`config.mk`:
```
export PLATFORM = sky130hd
export DESIGN_NAME = pipe_stage_reg
export DESIGN_NICKNAME = d
export VERILOG_FILES = /design/src/rtl/pipe_stage_reg.sv
export SDC_FILE = /design/constraint.sdc
export NUM_CORES = 1
export LEC_CHECK = 0
export ABC_CLOCK_PERIOD_IN_PS = 2400
export BUFFER_PORTS_ARGS = -buffer_cell sky130_fd_sc_hd__buf_2
export CORE_AREA = 2 2 95 97
export CTS_BUF_LIST = sky130_fd_sc_hd__clkbuf_4 sky130_fd_sc_hd__clkbuf_8
export DETAILED_ROUTE_END_ITERATION = 16
export DIE_AREA = 0 0 97 99
export PLACE_DENSITY = 0.68
export REMOVE_ABC_BUFFERS = 1
export SLEW_MARGIN = 20
export SYNTH_ARGS = -nofsm -noshare
export SYNTH_HDL_FRONTEND = slang
export SYNTH_SLANG_ARGS = --single-unit
```
`constraint.sdc`:
```
create_clock -name CLK -period 2.4 [get_ports CLK]
set_clock_uncertainty 0.15 [all_clocks]
set_input_delay 0 -clock CLK [delete_from_list [all_inputs] [get_ports CLK]]
set_output_delay 0 -clock CLK [all_outputs]
set_load 0.02 [all_outputs]
```
`src/rtl/pipe_stage_reg.sv`:
```
// ---------------------------------------------------------------------------
// pipe_stage_reg
//
// Purpose:
//   A generic, flushable pipeline stage register. It carries a WIDTH-bit
//   payload between two pipeline stages using a ready/valid handshake.
//   A one-entry skid buffer lets in_ready be a registered signal. Stalls
//   therefore do not need a combinational enable chain that runs back
//   through the whole pipeline.
//
// Optional feature:
//   PIPE_STAGE_FLUSH_CLEAR_EN
//     Defined   : a flush also loads the main and skid registers with
//                 FLUSH_VALUE. The bubble that follows a flush then reads
//                 as a harmless NOP bundle.
//     Undefined : a flush only empties the stage. The payload registers
//                 keep their old contents, so consumers must qualify the
//                 payload with out_valid.
//
// Parameters:
//   WIDTH        payload width in bits (>= 1)
//   FLUSH_VALUE  payload loaded on flush (only with PIPE_STAGE_FLUSH_CLEAR_EN)
//   CNT_W        width of the saturating stall-cycle counter (>= 1)
//
// Ports:
//   CLK        in   rising-edge clock
//   nRST       in   asynchronous, active-low reset
//   flush      in   synchronous flush; discards every held entry
//   in_valid   in   upstream presents a payload
//   in_ready   out  stage can accept a payload (registered)
//   in_data    in   upstream payload
//   out_valid  out  out_data holds a valid payload (registered)
//   out_ready  in   downstream accepts the head payload this cycle
//   out_data   out  head payload (the main register)
//   stall_cnt  out  saturating count of cycles with out_valid=1, out_ready=0
// ---------------------------------------------------------------------------
module pipe_stage_reg #(
   parameter int               WIDTH       = 32,
   parameter logic [WIDTH-1:0] FLUSH_VALUE = '0,
   parameter int               CNT_W       = 16
) (
   input  logic             CLK,
   input  logic             nRST,
   input  logic             flush,
   input  logic             in_valid,
   output logic             in_ready,
   input  logic [WIDTH-1:0] in_data,
   output logic             out_valid,
   input  logic             out_ready,
   output logic [WIDTH-1:0] out_data,
   output logic [CNT_W-1:0] stall_cnt
);

   // The occupancy of the stage. EMPTY holds no entry. BUSY holds one entry
   // in the main register. FULL holds the main entry plus one entry in the
   // skid register.
   typedef enum logic [1:0] {
      EMPTY = 2'd0,
      BUSY  = 2'd1,
      FULL  = 2'd2
   } state_t;

   state_t           state;
   state_t           next_state;
   logic [WIDTH-1:0] main_q;
   logic [WIDTH-1:0] main_next;
   logic [WIDTH-1:0] skid_q;
   logic [WIDTH-1:0] skid_next;
   logic             accept;
   logic             drain;
   logic             stalled;

   // Both handshake outputs are decoded from the state register only.
   // No input reaches them combinationally. This is what lets stalls stop
   // at this stage instead of rippling upstream in the same cycle.
   assign out_valid = (state != EMPTY);
   assign in_ready  = (state != FULL);
   assign out_data  = main_q;

   // A transfer on either side happens only when both halves of the
   // handshake are high at the rising edge.
   assign accept  = in_valid & in_ready;
   assign drain   = out_valid & out_ready;
   assign stalled = out_valid & ~out_ready;

`ifndef PIPE_STAGE_FLUSH_CLEAR_EN
   // When flush does not clear the payload, FLUSH_VALUE has no function.
   // This named tie-off keeps the parameter visibly consumed.
   logic [WIDTH-1:0] unused_flush_value;
   assign unused_flush_value = FLUSH_VALUE;
`endif

   // State and payload registers. Reset returns the stage to EMPTY and
   // zeroes both payload registers, so out_data is never X after reset,
   // even before the first transfer.
   always_ff @(posedge CLK or negedge nRST) begin
      if (!nRST) begin
         state  <= EMPTY;
         main_q <= '0;
         skid_q <= '0;
      end else begin
         state  <= next_state;
         main_q <= main_next;
         skid_q <= skid_next;
      end
   end

   // Next-state and payload-load logic. Every register holds by default.
   // The transition cases below are the only places that load data.
   // Flush comes first and overrides everything. A same-cycle accept is
   // dropped. A same-cycle drain is seen downstream, but the stage does
   // not advance, because the stage empties anyway.
   always_comb begin
      next_state = state;
      main_next  = main_q;
      skid_next  = skid_q;

      if (flush) begin
         next_state = EMPTY;
`ifdef PIPE_STAGE_FLUSH_CLEAR_EN
         main_next  = FLUSH_VALUE;
         skid_next  = FLUSH_VALUE;
`endif
      end else begin
         case (state)
            EMPTY: begin
               // Nothing can drain from an empty stage. An accept goes
               // straight into the main register, which gives the
               // one-cycle latency.
               if (accept) begin
                  next_state = BUSY;
                  main_next  = in_data;
               end
            end

            BUSY: begin
               if (accept && !drain) begin
                  // Downstream stalled while a new payload arrived.
                  // Park the new payload in the skid register. in_ready
                  // drops next cycle.
                  next_state = FULL;
                  skid_next  = in_data;
               end else if (!accept && drain) begin
                  next_state = EMPTY;
               end else if (accept && drain) begin
                  // Streaming at full rate: the head leaves and the new
                  // payload replaces it.
                  main_next = in_data;
               end
            end

            FULL: begin
               // in_ready is low here, so no accept is possible. A drain
               // promotes the skid entry to the head, which keeps
               // strict FIFO order.
               if (drain) begin
                  next_state = BUSY;
                  main_next  = skid_q;
               end
            end

            default: begin
               next_state = EMPTY;
            end
         endcase
      end
   end

   // Stall-cycle counter. It counts every cycle in which the head is valid
   // but downstream refuses it. It sticks at all-ones instead of wrapping,
   // so a long stall never reads as a short one. Only reset clears it; a
   // flush leaves it alone, so stall history survives pipeline redirects.
   always_ff @(posedge CLK or negedge nRST) begin
      if (!nRST) begin
         stall_cnt <= '0;
      end else if (stalled && (stall_cnt != {CNT_W{1'b1}})) begin
         stall_cnt <= stall_cnt + 1'b1;
      end
   end

endmodule

```
==> flow_metrics.env, run 1 <==
export IMPL_startpoint="stall_cnt[0]$_DFFE_PN0P_"
export IMPL_async_reset_ff_share_pct=100
export IMPL_fmax_ghz=0.488
export IMPL_io_pins=87
export IMPL_crit_arrival_ps=2130
export IMPL_crit_fanout=7
export IMPL_clkLatencyLatePin_ps=340
export IMPL_synth_edf_count=0
export IMPL_clk_transition_reported_paths_ps=90
export IMPL_design_area_mm2=0.00486
export IMPL_place_hpwl_um=4860
export IMPL_die_y_um=99
export IMPL_synthesis_area_mm2=0.00374
export IMPL_cts_tree="built"
export IMPL_ys_flop_type="dfrtp_1"
export IMPL_fillers=720
export IMPL_critPathTopFamily="simple AND/OR/NAND/NOR gates"
export IMPL_drc=0
export IMPL_reg2reg_from="stall_cnt[0]$_DFFE_PN0P_"
export IMPL_syn_to_final_growth_pct=30.0
export IMPL_ant_nets=0
export IMPL_slew_limit_headroom_pct=64.0
export IMPL_core_mm2=0.00855
export IMPL_antenna_found_initial=0
export IMPL_hp_class="input port to async pin"
export IMPL_cp_cell_sequence="ha_1 > and4_1 > and4bb_1 > nor2_2 > mux2_4"
export IMPL_p_leak_nw=2.27
export IMPL_htreeDepth=3
export IMPL_die_area_mm2=0.00960
export IMPL_period_share_pct=85.3
export IMPL_nNetsFinal=428
export IMPL_ys_seq_elements=82
export IMPL_place_area_mm2=0.00430
export IMPL_worst_pin_slew_ps=539
export IMPL_status="complete, no violations"
export IMPL_start_kind="flip-flop"
export IMPL_start_util_pct=43.7
export IMPL_drt_first_iter_violations=52
export IMPL_clock_sinks=82
export IMPL_drt_wl_total_um=7490
export IMPL_layout_common_cells="buf_2 (85), dfrtp_1 (82), mux2_1 (48), mux2_2 (48), dlygate4sd3_1 (37)"
export IMPL_p_per_area_mw_per_mm2=772
export IMPL_finalPower_mw=3.75
export IMPL_vias_per_cell=4.98
export IMPL_root_buffer="clkbuf_8"
export IMPL_synth_cell_types=38
export IMPL_grt_first_pass_wirelength_um=13200
export IMPL_grt_setup_unrepaired="no"
export IMPL_grt_overflow_total=0
export IMPL_final_common_cell="buf_2"
export IMPL_place_gp_congestion=0.874
export IMPL_period_minus_slack_ps=2050
export IMPL_grt_max_degree=43
export IMPL_peakVddDrop_uv=513
export IMPL_utilization_pct=56.8
export IMPL_worstSetupPathType="flip-flop to flip-flop"
export IMPL_drt_first_pass_iters=4
export IMPL_diodes=0
export IMPL_crit_path_max_incr_delay_ps=430
export IMPL_dr_total_vias=2501
export IMPL_drive_above_1_share_pct=42.6
export IMPL_seq_area_frac_synth_pct=54.9
export IMPL_drv_slew=0
export IMPL_final_hold_viol_count=0
export IMPL_wl_per_cell_um=14.9
export IMPL_synth_area_per_cell_um2=14.4
export IMPL_synthCells=260
export IMPL_clk_path_buf_depth=2
export IMPL_row_count=34
export IMPL_cpMaxStageDelayCell="dfrtp_1"
export IMPL_worstPathBufferInverterCount=0
export IMPL_grt_use_total_pct=16.8
export IMPL_worstPathRequired_ps=2480
export IMPL_grt_pass1_vias=2725
export IMPL_yosys_warnings=0
export IMPL_end_kind="flip-flop"
export IMPL_cts_made_buffers=9
export IMPL_finalSetupViolCount=0
export IMPL_portBuffers=86
export IMPL_die_width_um=97
export IMPL_cap_violations=0
-- synthesized netlist by cell type (2+ instances only) --
master	instances	share of area, %
xor2_1	12	2.8
nand3_1	3	0.40
buf_4	6	1.2
mux2_2	48	14
mux2_1	48	14
nor2b_1	2	0.33
a21oi_1	2	0.27
and3_1	2	0.33
xnor2_1	2	0.47
o21a_1	2	0.40
nor3b_2	2	0.67
dfrtp_1	82	55
nand4_1	4	0.67
nand2b_1	2	0.33
inv_1	3	0.30
nor2_1	6	0.60
nor3_1	5	0.67
buf_6	4	1.2
nand2_1	6	0.60
-- state kept, by name, summed over array words and instances (netlist names) --
name / cells
skid_q: 32
stall_cnt: 16
state: 2
out_data: 32
-- final timing paths --
path	end	slack, ps	cells after the start
min in group CLK	skid_q[20]$_DFFE_PN0P_	260	3
max	stall_cnt[1]$_DFFE_PN0P_	350	5
min	out_data[20]$_DFFE_PN0P_	40	2
max in group asynchronous	skid_q[5]$_DFFE_PN0P_	1450	3
max reg2reg	stall_cnt[1]$_DFFE_PN0P_	350	5
min reg2reg	skid_q[28]$_DFFE_PN0P_	340	1
-- timing repair --
item                      CTS  global route
buffers inserted            0             0
resized for setup           0             0
hold buffers               37             0
hold endpoints to repair  148             0
-- report_power, final --
part / internal (mW) / leakage (nW) / switching, mW
combinational: 0.440 / 1.17 / 0.453
clock: 0.500 / 0.0941 / 0.480
sequential: 1.69 / 1.01 / 0.192
-- routing by layer --
layer  wire, µm  global-route usage (%)  up-vias
met4         59                    4.23        0
li1           -                       -     1190
met5          0                       0        -
met1       3580                    22.0     1236
met3        354                    4.47        4
met2       3500                    28.2       71
-- cell families after synthesis --
| kind of cell | share of synthesized area, % |
|---|---|
| buffers and inverters | 2.85 |
| DFF | 54.9 |
| and+or+nand+nor | 6.70 |
| muxes | 29.3 |
| xor gates and xnor gates | 3.28 |
| adders and majority gates | 0.335 |
| AOI/OAI and AO/OA | 2.61 |
-- stage by stage --
stage / std cells / hold WS, ps / setup slack (ps) / setup TNS (ps)
2_1_floorplan: 249 / -446 / -550 / -24160
3_3_place_gp: 450 / -132 / 425 / 0
3_5_place_dp: 450 / -123 / 374 / 0
4_1_cts: 502 / 34.4 / 352 / 0
5_1_grt: 502 / 80.5 / 241 / 0
6_report: 502 / 39.0 / 352 / 0
-- worst reg2reg max path, delay by kind of cell, from the launching register on --
kind / cells / cell delay [ps]
adders and majority gates: 1 / 320
DFF: 1 / 430
muxes: 1 / 300
and+or+nand+nor: 3 / 740
-- layout make-up --
type / count / area [µm²] / share of cell area (%)
inverter: 3 / 11.3 / 0.232
tap: 108 / 135 / 2.78
clock inverter: 5 / 55.1 / 1.13
timing repair buffer: 130 / 868 / 17.9
multi-input combinational: 164 / 1600 / 32.9
sequential: 82 / 2050 / 42.2
clock buffer: 10 / 138 / 2.83
Note: power is estimated with default switching activity, not from simulation.
==> run 2: changes to the inputs <==
--- a/config.mk
+++ b/config.mk
@@ -5,12 +5,14 @@
 export SDC_FILE = /design/constraint.sdc
 export NUM_CORES = 1
 export LEC_CHECK = 0
+export ABC_AREA = 1
 export ABC_CLOCK_PERIOD_IN_PS = 2400
 export BUFFER_PORTS_ARGS = -buffer_cell sky130_fd_sc_hd__buf_2
-export CORE_AREA = 2 2 95 97
+export CORE_AREA = 2 2 97 99
 export CTS_BUF_LIST = sky130_fd_sc_hd__clkbuf_4 sky130_fd_sc_hd__clkbuf_8
 export DETAILED_ROUTE_END_ITERATION = 16
-export DIE_AREA = 0 0 97 99
+export DIE_AREA = 0 0 99 101
+export MAX_ROUTING_LAYER = met4
 export PLACE_DENSITY = 0.68
 export REMOVE_ABC_BUFFERS = 1
 export SLEW_MARGIN = 20
==> run 2 against run 1 <==
Wire length increased by 17%. Combinational power increased by 15%. Synthesized area increased by 5.1%. Register-to-register slack improved by 150 ps. Global-route usage increased by 2.2 points. Total power increased by 4.6%. Sequential power about the same. Final cell count increased by 41%. Synthesized cell count increased by 83%. Critical path type unchanged. Largest cell class unchanged.
==> flow_metrics.env, run 2 <==
export IMPL_synthCells=475
export IMPL_synth_common_cells="nand2_1 (122), dfrtp_1 (82), nor2_1 (64)"
export IMPL_clk_transition_reported_paths_ps=80
export IMPL_rr_worst_depth=7
export IMPL_drt_first_iter_violations=176
export IMPL_place_hpwl_um=5730
export IMPL_layout_common_cells="nand2_1 (121), buf_2 (85), dfrtp_1 (82)"
export IMPL_grt_max_degree=67
export IMPL_crit_fanout=39
export IMPL_drt_wl_total_um=8770
export IMPL_final_hold_viol_count=0
export IMPL_grt_pass1_vias=3359
export IMPL_post_place_ws_ps=548
export IMPL_start_util_pct=43.7
export IMPL_root_buffer="clkbuf_8"
export IMPL_synth_cell_types=24
export IMPL_synth_edf_count=0
export IMPL_clock_sinks=82
export IMPL_grt_use_total_pct=19.0
export IMPL_synthDominantCellAreaShare_pct=52.2
export IMPL_yosys_warnings=0
export IMPL_worst_pin_slew_ps=641
export IMPL_ctsResizeCount=0
export IMPL_portBuffers=86
export IMPL_period_minus_slack_ps=1890
export IMPL_start_kind="flip-flop"
export IMPL_grt_setup_unrepaired="no"
export IMPL_syn_to_final_growth_pct=27.3
export IMPL_cts_tree="built"
export IMPL_clk_path_buf_depth=2
export IMPL_yosysMostFrequentCell="nand2_1"
export IMPL_worstPathRequired_ps=2520
export IMPL_finalSetupTns_ps=0
export IMPL_ys_seq_elements=82
export IMPL_post_cts_buffers=0
export IMPL_final_common_cell="nand2_1"
export IMPL_grt_first_pass_wirelength_um=15000
export IMPL_drive_above_1_share_pct=22.8
export IMPL_ys_top_cells_by_area="dfrtp_1 (52%), nand2_1 (12%), nor2_1 (6.1%)"
export IMPL_slew_limit_headroom_pct=57.3
export IMPL_die_y_um=101
export IMPL_hp_class="input port to async pin"
export IMPL_end_kind="flip-flop"
export IMPL_seqCellArea_mm2=0.00205
export IMPL_drc=0
export IMPL_cts_made_buffers=9
export IMPL_die_area_mm2=0.0100
export IMPL_status="complete, no violations"
export IMPL_yosysTopAreaCell="dfrtp_1"
export IMPL_ant_nets=0
export IMPL_drt_first_pass_iters=4
export IMPL_crit_arrival_ps=2010
export IMPL_core_mm2=0.00898
export IMPL_peakVddDrop_uv=423
export IMPL_p_leak_nw=2.57
export IMPL_multiInputGateArea_mm2=0.00154
export IMPL_async_reset_ff_share_pct=100
export IMPL_finalPower_mw=3.92
export IMPL_place_area_mm2=0.00442
export IMPL_vias_per_cell=4.87
export IMPL_diodes=0
export IMPL_nNetsFinal=630
export IMPL_synthesis_area_mm2=0.00393
export IMPL_finalSetupViolCount=0
export IMPL_p_per_area_mw_per_mm2=785
export IMPL_hold_buffers=37
export IMPL_cap_violations=0
export IMPL_seq_area_frac_synth_pct=52.2
export IMPL_timing_final_ws_setup_ps=505
export IMPL_hold_slack_ps=39.7
export IMPL_design_area_mm2=0.00500
export IMPL_dr_total_vias=3447
export IMPL_synth_area_per_cell_um2=8.27
export IMPL_antenna_found_initial=0
export IMPL_wl_per_cell_um=12.4
export IMPL_worstSetupPathType="flip-flop to flip-flop"
export IMPL_row_count=35
export IMPL_fillers=805
export IMPL_grt_overflow_total=0
export IMPL_place_gp_congestion=0.878
export IMPL_fmax_ghz=0.528
export IMPL_clkLatencyLatePin_ps=350
export IMPL_htreeDepth=3
export IMPL_period_share_pct=79.0
export IMPL_die_width_um=99
export IMPL_ys_flop_type="dfrtp_1"
export IMPL_drv_slew=0
export IMPL_io_pins=87
## run 2: logic make-up (layout without fill, tap and decap cells)
logic type                 Yosys count  in the layout  synth area share [%]
AOI/OAI and AO/OA                  107            107                  15.8
xor gates and xnor gates             7              7                  1.56
adders and majority gates            1              1                 0.319
buffers and inverters               71            193                  8.67
DFF                                 82             82                  52.2
and+or+nand+nor                    207            207                  21.4
## run 2: where the power goes
group	total, mW	internal (mW)	switching [mW]	leakage (nW)
sequential	1.86	1.69	0.169	0.999
combinational	1.03	0.389	0.637	1.47
clock	1.04	0.548	0.491	0.102
total	3.92	2.63	1.30	2.57
## run 2: critical path, cell delays in order, from the launching register on
cell     delay (ps)
dfrtp_1         420
inv_2            60
nor2_1          190
o21ai_0         190
nand3_4         360
buf_12          260
nand2_1         100
o21ai_2          60
## run 2: area by class of cell
type	count	area share (%)
inverters	49	3.68
clock buffers	12	3.18
clock inverters	4	1.00
repair buffers	128	17.6
well taps	111	2.78
multi-input cells	322	30.8
flip-flops and latches	82	41.0
## run 2: final timing paths
path | from | to | slack [ps]
max | state[0]$_DFFE_PN0P_ | out_data[16]$_DFFE_PN0P_ | 510
min | nRST | stall_cnt[13]$_DFFE_PN0P_ | 40
max reg2reg | state[0]$_DFFE_PN0P_ | out_data[16]$_DFFE_PN0P_ | 510
min reg2reg | out_data[18]$_DFFE_PN0P_ | out_data[18]$_DFFE_PN0P_ | 330
max in group asynchronous | nRST | state[1]$_DFFE_PN0P_ | 1420
min in group CLK | in_data[12] | skid_q[12]$_DFFE_PN0P_ | 310
## run 2: per-stage QoR
step	utilization, %	std cells
after detailed placement	49.2	655
after CTS	55.7	708
after global routing	55.7	708
final	55.7	708
after floorplan	-	453
after global placement	49.2	655
## run 2: routing by layer
| layer | track usage (%) | share of wire (%) |
|---|---|---|
| met5 | - | 0 |
| met4 | 7.38 | 1.5 |
| met3 | 4.30 | 6.2 |
| met2 | 30.0 | 47 |
| met1 | 24.1 | 46 |
